===== src/rtl/arb_pkg.sv =====
// arb_pkg: shared constants and helpers for the arbitrating multiplexer.
//   ARB_RR     - round-robin arbitration mode
//   ARB_FIXED  - fixed-priority arbitration mode (lowest index wins)
//   sel_width  - channel index width, at least one bit even for N=1
package arb_pkg;

    localparam int ARB_RR    = 0;
    localparam int ARB_FIXED = 1;

    function automatic int sel_width(input int n);
        return (n <= 1) ? 1 : $clog2(n);
    endfunction

endpackage


===== src/rtl/arb_mux_n_grant.sv =====
// arb_grant: purely combinational request arbiter.
// Scans req starting at base (round-robin) or at 0 (fixed priority) and
// picks the first requesting channel, wrapping modulo N.
// Ports:
//   req     in   N      per-channel requests
//   base    in   SEL_W  first channel examined in round-robin mode
//   mode    in   1      0 = round-robin from base, 1 = fixed priority from 0
//   grant   out  N      one-hot grant (all zero when nothing requests)
//   idx     out  SEL_W  encoded index of the granted channel
//   any_req out  1      at least one request is present
module arb_grant
    import arb_pkg::*;
#(
    parameter int N     = 8,
    parameter int SEL_W = sel_width(N)
) (
    input  logic [N-1:0]     req,
    input  logic [SEL_W-1:0] base,
    input  logic             mode,
    output logic [N-1:0]     grant,
    output logic [SEL_W-1:0] idx,
    output logic             any_req
);

    int start;
    int k;

    // any_req doubles as the "already found" flag so only the first hit in
    // scan order is granted.
    always_comb begin
        grant   = '0;
        idx     = '0;
        any_req = 1'b0;
        k       = 0;
        start   = mode ? 0 : int'(base);
        for (int i = 0; i < N; i++) begin
            k = start + i;
            if (k >= N) begin
                k = k - N;
            end
            if (!any_req && req[k]) begin
                any_req  = 1'b1;
                grant[k] = 1'b1;
                idx      = k[SEL_W-1:0];
            end
        end
    end

endmodule


===== src/rtl/arb_mux_n.sv =====
// arb_mux_n: N-channel arbitrating multiplexer with a registered output
// stage and valid/ready handshakes on every port.
// Ports:
//   clk       in   1        system clock, rising edge
//   rst       in   1        synchronous reset, active-high
//   in_valid  in   N        per-channel request valid
//   in_data   in   N*WIDTH  channel k at bits [k*WIDTH +: WIDTH]
//   in_ready  out  N        per-channel accept, at most one bit high
//   out_valid out  1        output register holds a word
//   out_data  out  WIDTH    registered selected word
//   out_ch    out  SEL_W    channel that produced out_data
//   out_ready in   1        downstream accept
module arb_mux_n
    import arb_pkg::*;
#(
    parameter int WIDTH = 32,
    parameter int N     = 8,
    parameter int MODE  = ARB_RR,
    parameter int SEL_W = sel_width(N)
) (
    input  logic               clk,
    input  logic               rst,
    input  logic [N-1:0]       in_valid,
    input  logic [N*WIDTH-1:0] in_data,
    output logic [N-1:0]       in_ready,
    output logic               out_valid,
    output logic [WIDTH-1:0]   out_data,
    output logic [SEL_W-1:0]   out_ch,
    input  logic               out_ready
);

    logic [SEL_W-1:0] ptr;
    logic [N-1:0]     gnt_onehot;
    logic [SEL_W-1:0] gnt_idx;
    logic             any_req;
    logic             load;

    arb_grant #(
        .N     (N),
        .SEL_W (SEL_W)
    ) u_grant (
        .req     (in_valid),
        .base    (ptr),
        .mode    (MODE == ARB_FIXED),
        .grant   (gnt_onehot),
        .idx     (gnt_idx),
        .any_req (any_req)
    );

    // The output register can take a new word whenever it is empty or is
    // being drained this same cycle, which is what gives bubble-free streaming.
    assign load     = !out_valid || out_ready;
    assign in_ready = (!rst && load && any_req) ? gnt_onehot : '0;

    // The pointer moves to the channel after the winner only on a real
    // transfer, so idle and stalled cycles do not disturb fairness.
    always_ff @(posedge clk) begin
        if (rst) begin
            out_valid <= 1'b0;
            out_data  <= '0;
            out_ch    <= '0;
            ptr       <= '0;
        end else if (load) begin
            if (any_req) begin
                out_valid <= 1'b1;
                out_data  <= in_data[int'(gnt_idx)*WIDTH +: WIDTH];
                out_ch    <= gnt_idx;
                if (MODE == ARB_RR) begin
                    ptr <= (gnt_idx == SEL_W'(N-1)) ? '0 : gnt_idx + 1'b1;
                end
            end else begin
                out_valid <= 1'b0;
            end
        end
    end

endmodule


===== config.mk =====
export PLATFORM = sky130hd
export DESIGN_NAME = arb_mux_n
export DESIGN_NICKNAME = d
export VERILOG_FILES = /design/src/rtl/arb_pkg.sv /design/src/rtl/arb_mux_n_grant.sv /design/src/rtl/arb_mux_n.sv
export SDC_FILE = /design/constraint.sdc
export NUM_CORES = 1
export LEC_CHECK = 0
export BUFFER_PORTS_ARGS = -buffer_cell sky130_fd_sc_hd__buf_2
export CAP_MARGIN = 20
export CELL_PAD_IN_SITES_DETAIL_PLACEMENT = 0
export CELL_PAD_IN_SITES_GLOBAL_PLACEMENT = 2
export CORE_UTILIZATION = 24
export DETAILED_ROUTE_END_ITERATION = 8
export PLACE_DENSITY_LB_ADDON = 0.1
export SLEW_MARGIN = 20
export SYNTH_ARGS = -nofsm -noshare
export SYNTH_HDL_FRONTEND = slang
export SYNTH_SLANG_ARGS = --single-unit

===== constraint.sdc =====
create_clock -name clk -period 4.5 [get_ports clk]
set_input_delay 0.45 -clock clk [delete_from_list [all_inputs] [get_ports clk]]
set_output_delay 0.45 -clock clk [all_outputs]
set_load 0.03 [all_outputs]

### Word level (Yosys, flattened, before mapping)

Index checks and enable logic that the tools add are counted.

* register bits after elaboration: 39
* bits of input ports: 267
* output and inout bits: 44
* logic and storage cells: 156

* add/subtract/negate cells: 16
* $lt $le $gt $ge: 24
* eq/ne operators: 1
* shift-type cells: 1
* multiplexer cells: 75
* bitwise operators: 7
* reductions and logical operators: 28

Operators with widths (count)
* 32-bit by 1-bit greater-or-equal comparator with 1-bit output (second input constant): 8
* 32-bit by 5-bit < comparator with 1-bit output (second input constant): 8
* 32-bit 2-to-1 mux: 8
* 256-bit by 9-bit indexed part select with 32-bit output: 1
* 32-bit by 5-bit greater-or-equal comparator with 1-bit output (second input constant): 7
* 32-bit by 5-bit subtractor with 32-bit output (second input constant): 7
* 8-bit 2-to-1 mux: 9
* 8-bit OR: 7
* 1-bit 2-to-1 mux: 33
* 3-bit 2-to-1 mux: 9
* 1-bit binary-select mux with 3-bit select: 8
* 1-bit demux with 3-bit select: 8
* 1-bit logical AND: 17
* 3-bit by 3-bit adder with 4-bit output (second input constant): 4
* 1-bit logical NOT: 9
* 3-bit by 2-bit adder with 4-bit output (second input constant): 2
* 3-bit by 4-bit subtractor with 5-bit output (second input constant): 1
* 3-bit by 1-bit adder with 4-bit output (second input constant): 1
* 3-bit by 4-bit greater-or-equal comparator with 1-bit output (second input constant): 1
* 3-bit by 1-bit adder with 3-bit output (second input constant): 1
* 3-bit equality test (second input constant): 1
* 2-bit AND reduction: 1
* 1-bit logical OR: 1

### Longest topological paths before layout

* depth in word-level cells: 29
* mapped depth: 19
* mapped depth without buffers: 14

### By module

Synthesis repeated with hierarchy kept, for this count alone.

* cell total of the unflattened synthesis: 574
* area, all modules: 5176.2 µm²

Modules (own cells, without submodules)
* arb_mux_n: times used 1, cells an instance 408, area an instance 3697.3 µm², seq. area each 780.7 µm²
* arb_grant: times used 1, cells an instance 166, area an instance 1478.9 µm², seq. area each 0.0 µm²

### Least setup slack after synthesis

No wires, ideal clock.

* path type: register -> output
* start point: reg ptr[1]
* end point: out in_ready[0]
* arrival time: 3.729 ns
* required time: 4.050 ns
* setup slack: 0.321 ns
* cell stages (with the launch flop): 13
* buffers on the path: 2
* path through: dfxtp_1 buf_2 inv_1 ha_1 buf_2 mux4_2 mux2_4 a41o_1 nor3_1 nand2_1 o21ai_0 nor2_1 a211oi_1

* word-level cells in the longest chain between the ends: 29
* elaborated cells on any way between the ends: 134
* classes of those cells: 15 x add/sub; 24 x order compare; 65 x mux; 7 x bitwise; 23 x reduce/logical

Ends and longest elaborated chain
* start: declaration: line arb_mux_n.sv:32 `logic [SEL_W-1:0] ptr;`
* start signal: assignment: line arb_mux_n.sv:69 `ptr <= (gnt_idx == SEL_W'(N-1)) ? '0 : gnt_idx + 1'b1;`
* parallel branches: the longest is 28 deep, another holds 32-bit by 5-bit subtractor with 32-bit output
* 8-bit 2-to-1 mux *: line arb_mux_n.sv:53 `assign in_ready = (!rst && load && any_req) ? gnt_onehot : '0;`
* end: declaration: line arb_mux_n.sv:25 `output logic [N-1:0] in_ready,`

Mark *: on every way between the ends. The select of a mux whose other input is x is not followed.

### Worst setup path in the final report

* start point: reg ptr[0]
* end point: out in_ready[0]

The elaborated chain is that of the path after synthesis.

==> results.md <==
- Switching share of power: 0.498
- Crit-path cells: inv_1 > ha_1 > mux4_2 > mux2_2 > nor4_2 > buf_4 > a22o_1 > a21oi_1 > o21ai_0 > nor2_1 > a211oi_1 > buf_2
- Syn Area/Cell: 8.98 sq um
- IO Count: 311
- Sequential share of power: 0.102
- Crit Path Category: flip-flop to primary output
- Non-filler cells, final: 1153
- Final Wtd Congestion: 0.845
- Crit Reg-Reg Startpoint: ptr[1]$_SDFFE_PP0P_
- P&R area growth vs syn: 40.3%
- TritonCTS clock tree: done
- Power per Cell Area: 757 nW/um^2
- Starting density of the core: 0.245
- DRC: 0
- Final worst slack: 471 ps
- Crit path launch type: flip-flop
- Setup TNS: 0 ps
- Worst-Margin Slew: 639 ps
- Final Max Tran Viols: 0
- R2R depth: 14
- Outcome: complete, no violations
- Flop2flop setup slack: 620 ps
- Max Root-Sink Buffers: 2
- Iteration-0 DRC Markers: 195
- Total nets after synthesis: 848
- Clock transition at path regs: 60 ps
- Skew final: 6.52 ps
- Die Y: 148 microns
- Yosys cell types: 53
- DP HPWL: 17.6 mm
- Worst EP required: 4050 ps
- Die Wd: 148 microns
- Port Buffers: 310
- Sequential Area: 781 sq um
- Synth top area share: 0.219
- Combinational power share: 0.833
- Remaining Overflow, GRT: 0
- Worst EP arrival: 3580 ps
- CTS resizes: 0
- CTS Buf Count: 5
- # setup viols final: 0
- Hold Fails Final Rpt: 0
- Ys Warns: 0
- Slowest cell on crit path: mux4_2
- H-tree level count: 2
- DP Worst Slack: 610 ps
- Int Power: 2.73 mW
- Crit path capture type: primary output
- Hold endpoint: out_data[9]$_SDFFE_PP0P_
- Vias in the first global route: 5875
- Crit path buffers/inverters: 3
- Switching power: 2.71 mW
- Max VDD drop: 352 uV
- Min Tclk post-route: 4030 ps
- Global-route wire length before repair: 32.2 mm
- Area contributors post-synth: mux2i_1 22%, dfxtp_1 15%, mux2_2 9.9%
- FP Rows: 53
- Top FF cell, synth: dfxtp_1
- DRT Pass-1 Iters: 4
- Gate Count Post-Synth: 571
- Max Cap Viol: 0
- Via count: 5705
- Final wirelength: 21.4 mm
- Clk root buf: clkbuf_16
- Dominant cell type by area after synthesis: mux2i_1
- Worst skew pair latency: 290 ps
- #FFs+latches synth: 39
- CP max stage delay: 640 ps
- Synthesized area: 5130 sq um
- Slew headroom: 0.573
- Fill cell count: 2299
- Hold Crit Depth: 2
- # placed instances: 1146
- DRT antenna net count: 0
- GRT Util Overall: 0.191
- Setup bufs post-CTS: 0
- Routed len/inst: 18.6 microns
- Leak: 3.41 nW
- RSZ-0062 raised after global routing: no
- Count leader, synth: mux2i_1
- Fin crit share: 0.895
- Largest net degree at the start of global routing: 41
- # nets final: 1155
- Vias/cell: 4.95
- Post-synth ARST share: 0
- Die ar.: 22000 sq um
- Tightest Hold Check Type: flip-flop to flip-flop
- Share of layout cells above drive strength 1: 0.497
- Worst path top cell family by delay: multiplexers
- Multi-input logic area: 4050 sq um
- Fmax: 248 MHz
- Core area: 21000 sq um
- R2R Path End: out_data[22]$_SDFFE_PP0P_
- Initial antenna violation count: 1
- Post-synth EDFFs: 0
- Peak fanout along the critical path: 9
- Clk pwr share: 0.065
- Post-CTS Hold Buffers: 0
- Hold_sp: out_data[9]$_SDFFE_PP0P_
- Synth cell count leaders: 112 x mux2i_1, 68 x nand2_1, 46 x nor2_1
- Clock sinks: 39
- Sequential area share after synthesis: 0.152
## power groups by stage
| stage | combinational, mW | sequential [mW] | clock, mW |
|---|---|---|---|
| global route | 4.89 | 0.572 | 0.380 |
| global placement | 4.56 | 0.559 | 0 |
| CTS | 4.59 | 0.555 | 0.368 |
| finish | 4.54 | 0.553 | 0.356 |
| floorplan | 3.20 | 0.787 | 0 |
| detailed placement | 4.57 | 0.560 | 0 |
## per-layer routing
metal,GRT usage,wire (microns),vias to the layer above
met4,0.0603,513,0
met3,0.0347,1230,29
li1,-,-,2784
met2,0.341,10700,229
met5,0,0,-
met1,0.231,8990,2663
## metrics by stage
stage                     total power, mW  cell area (sq um)  utilization  hold slack (ps)
after floorplan                      3.99               5130            -              602
after global placement               5.12               7060        0.337              452
after detailed placement             5.13               7060        0.337              454
after CTS                            5.51               7190        0.343              468
after global routing                 5.84               7190        0.343              497
final                                5.44               7190        0.343              467
## worst min-delay path: stages (launching register included)
cell and delay (ps):
dfxtp_1 320, nand2_1 50, o211ai_1 70
## final cells by class
type	instances	share of cell area
flip-flops and latches	39	0.109
multi-input cells	483	0.563
diodes	1	0.000348
clock buffers	5	0.0174
clock inverters	1	0.00104
inverters	11	0.00678
repair buffers	338	0.255
well taps	275	0.0478
## how the worst max path moves through the flow
stage / startpoint / cells after the start / end / slack, ps
2_1_floorplan: ptr[1]$_SDFFE_PP0P_ / 12 / in_ready[0] / 320
3_3_place_gp: ptr[0]$_SDFFE_PP0P_ / 13 / out_data[0]$_SDFFE_PP0P_ / 670
3_5_place_dp: ptr[0]$_SDFFE_PP0P_ / 13 / out_data[13]$_SDFFE_PP0P_ / 610
4_1_cts: ptr[0]$_SDFFE_PP0P_ / 12 / in_ready[0] / 430
5_1_grt: ptr[0]$_SDFFE_PP0P_ / 12 / in_ready[0] / 230
6_report: ptr[0]$_SDFFE_PP0P_ / 12 / in_ready[0] / 470
## layout by cell type, fill, tap and decap left out, drive strengths merged, types with 9 or more instances in the layout
| cell type | count |
|---|---|
| a211oi | 11 |
| nand3 | 10 |
| nor2 | 46 |
| mux4 | 11 |
| ha | 10 |
| buf | 338 |
| mux2 | 69 |
| inv | 11 |
| o211ai | 17 |
| mux2i | 112 |
| nand2 | 70 |
| a22oi | 21 |
| o21ai | 17 |
| a21oi | 13 |
| dfxtp | 39 |
| o211a | 9 |
| a2bb2oi | 9 |
## flip-flops by register name, indices dropped and copies added (netlist names)
signal     cells
out_valid      1
out_ch         3
ptr            3
out_data      32
## kinds of logic after synthesis
kind of cell	count (synthesis)	synth area share
AO/OA/AOI/OAI	133	0.201
buffers and inverters	49	0.0598
AND/OR/NAND/NOR	145	0.125
multiplexers	192	0.431
XOR/XNOR	3	0.00659
flip-flops	39	0.152
adder cells (fa/ha/maj)	10	0.0244
Power figures use the tool's default switching activity.
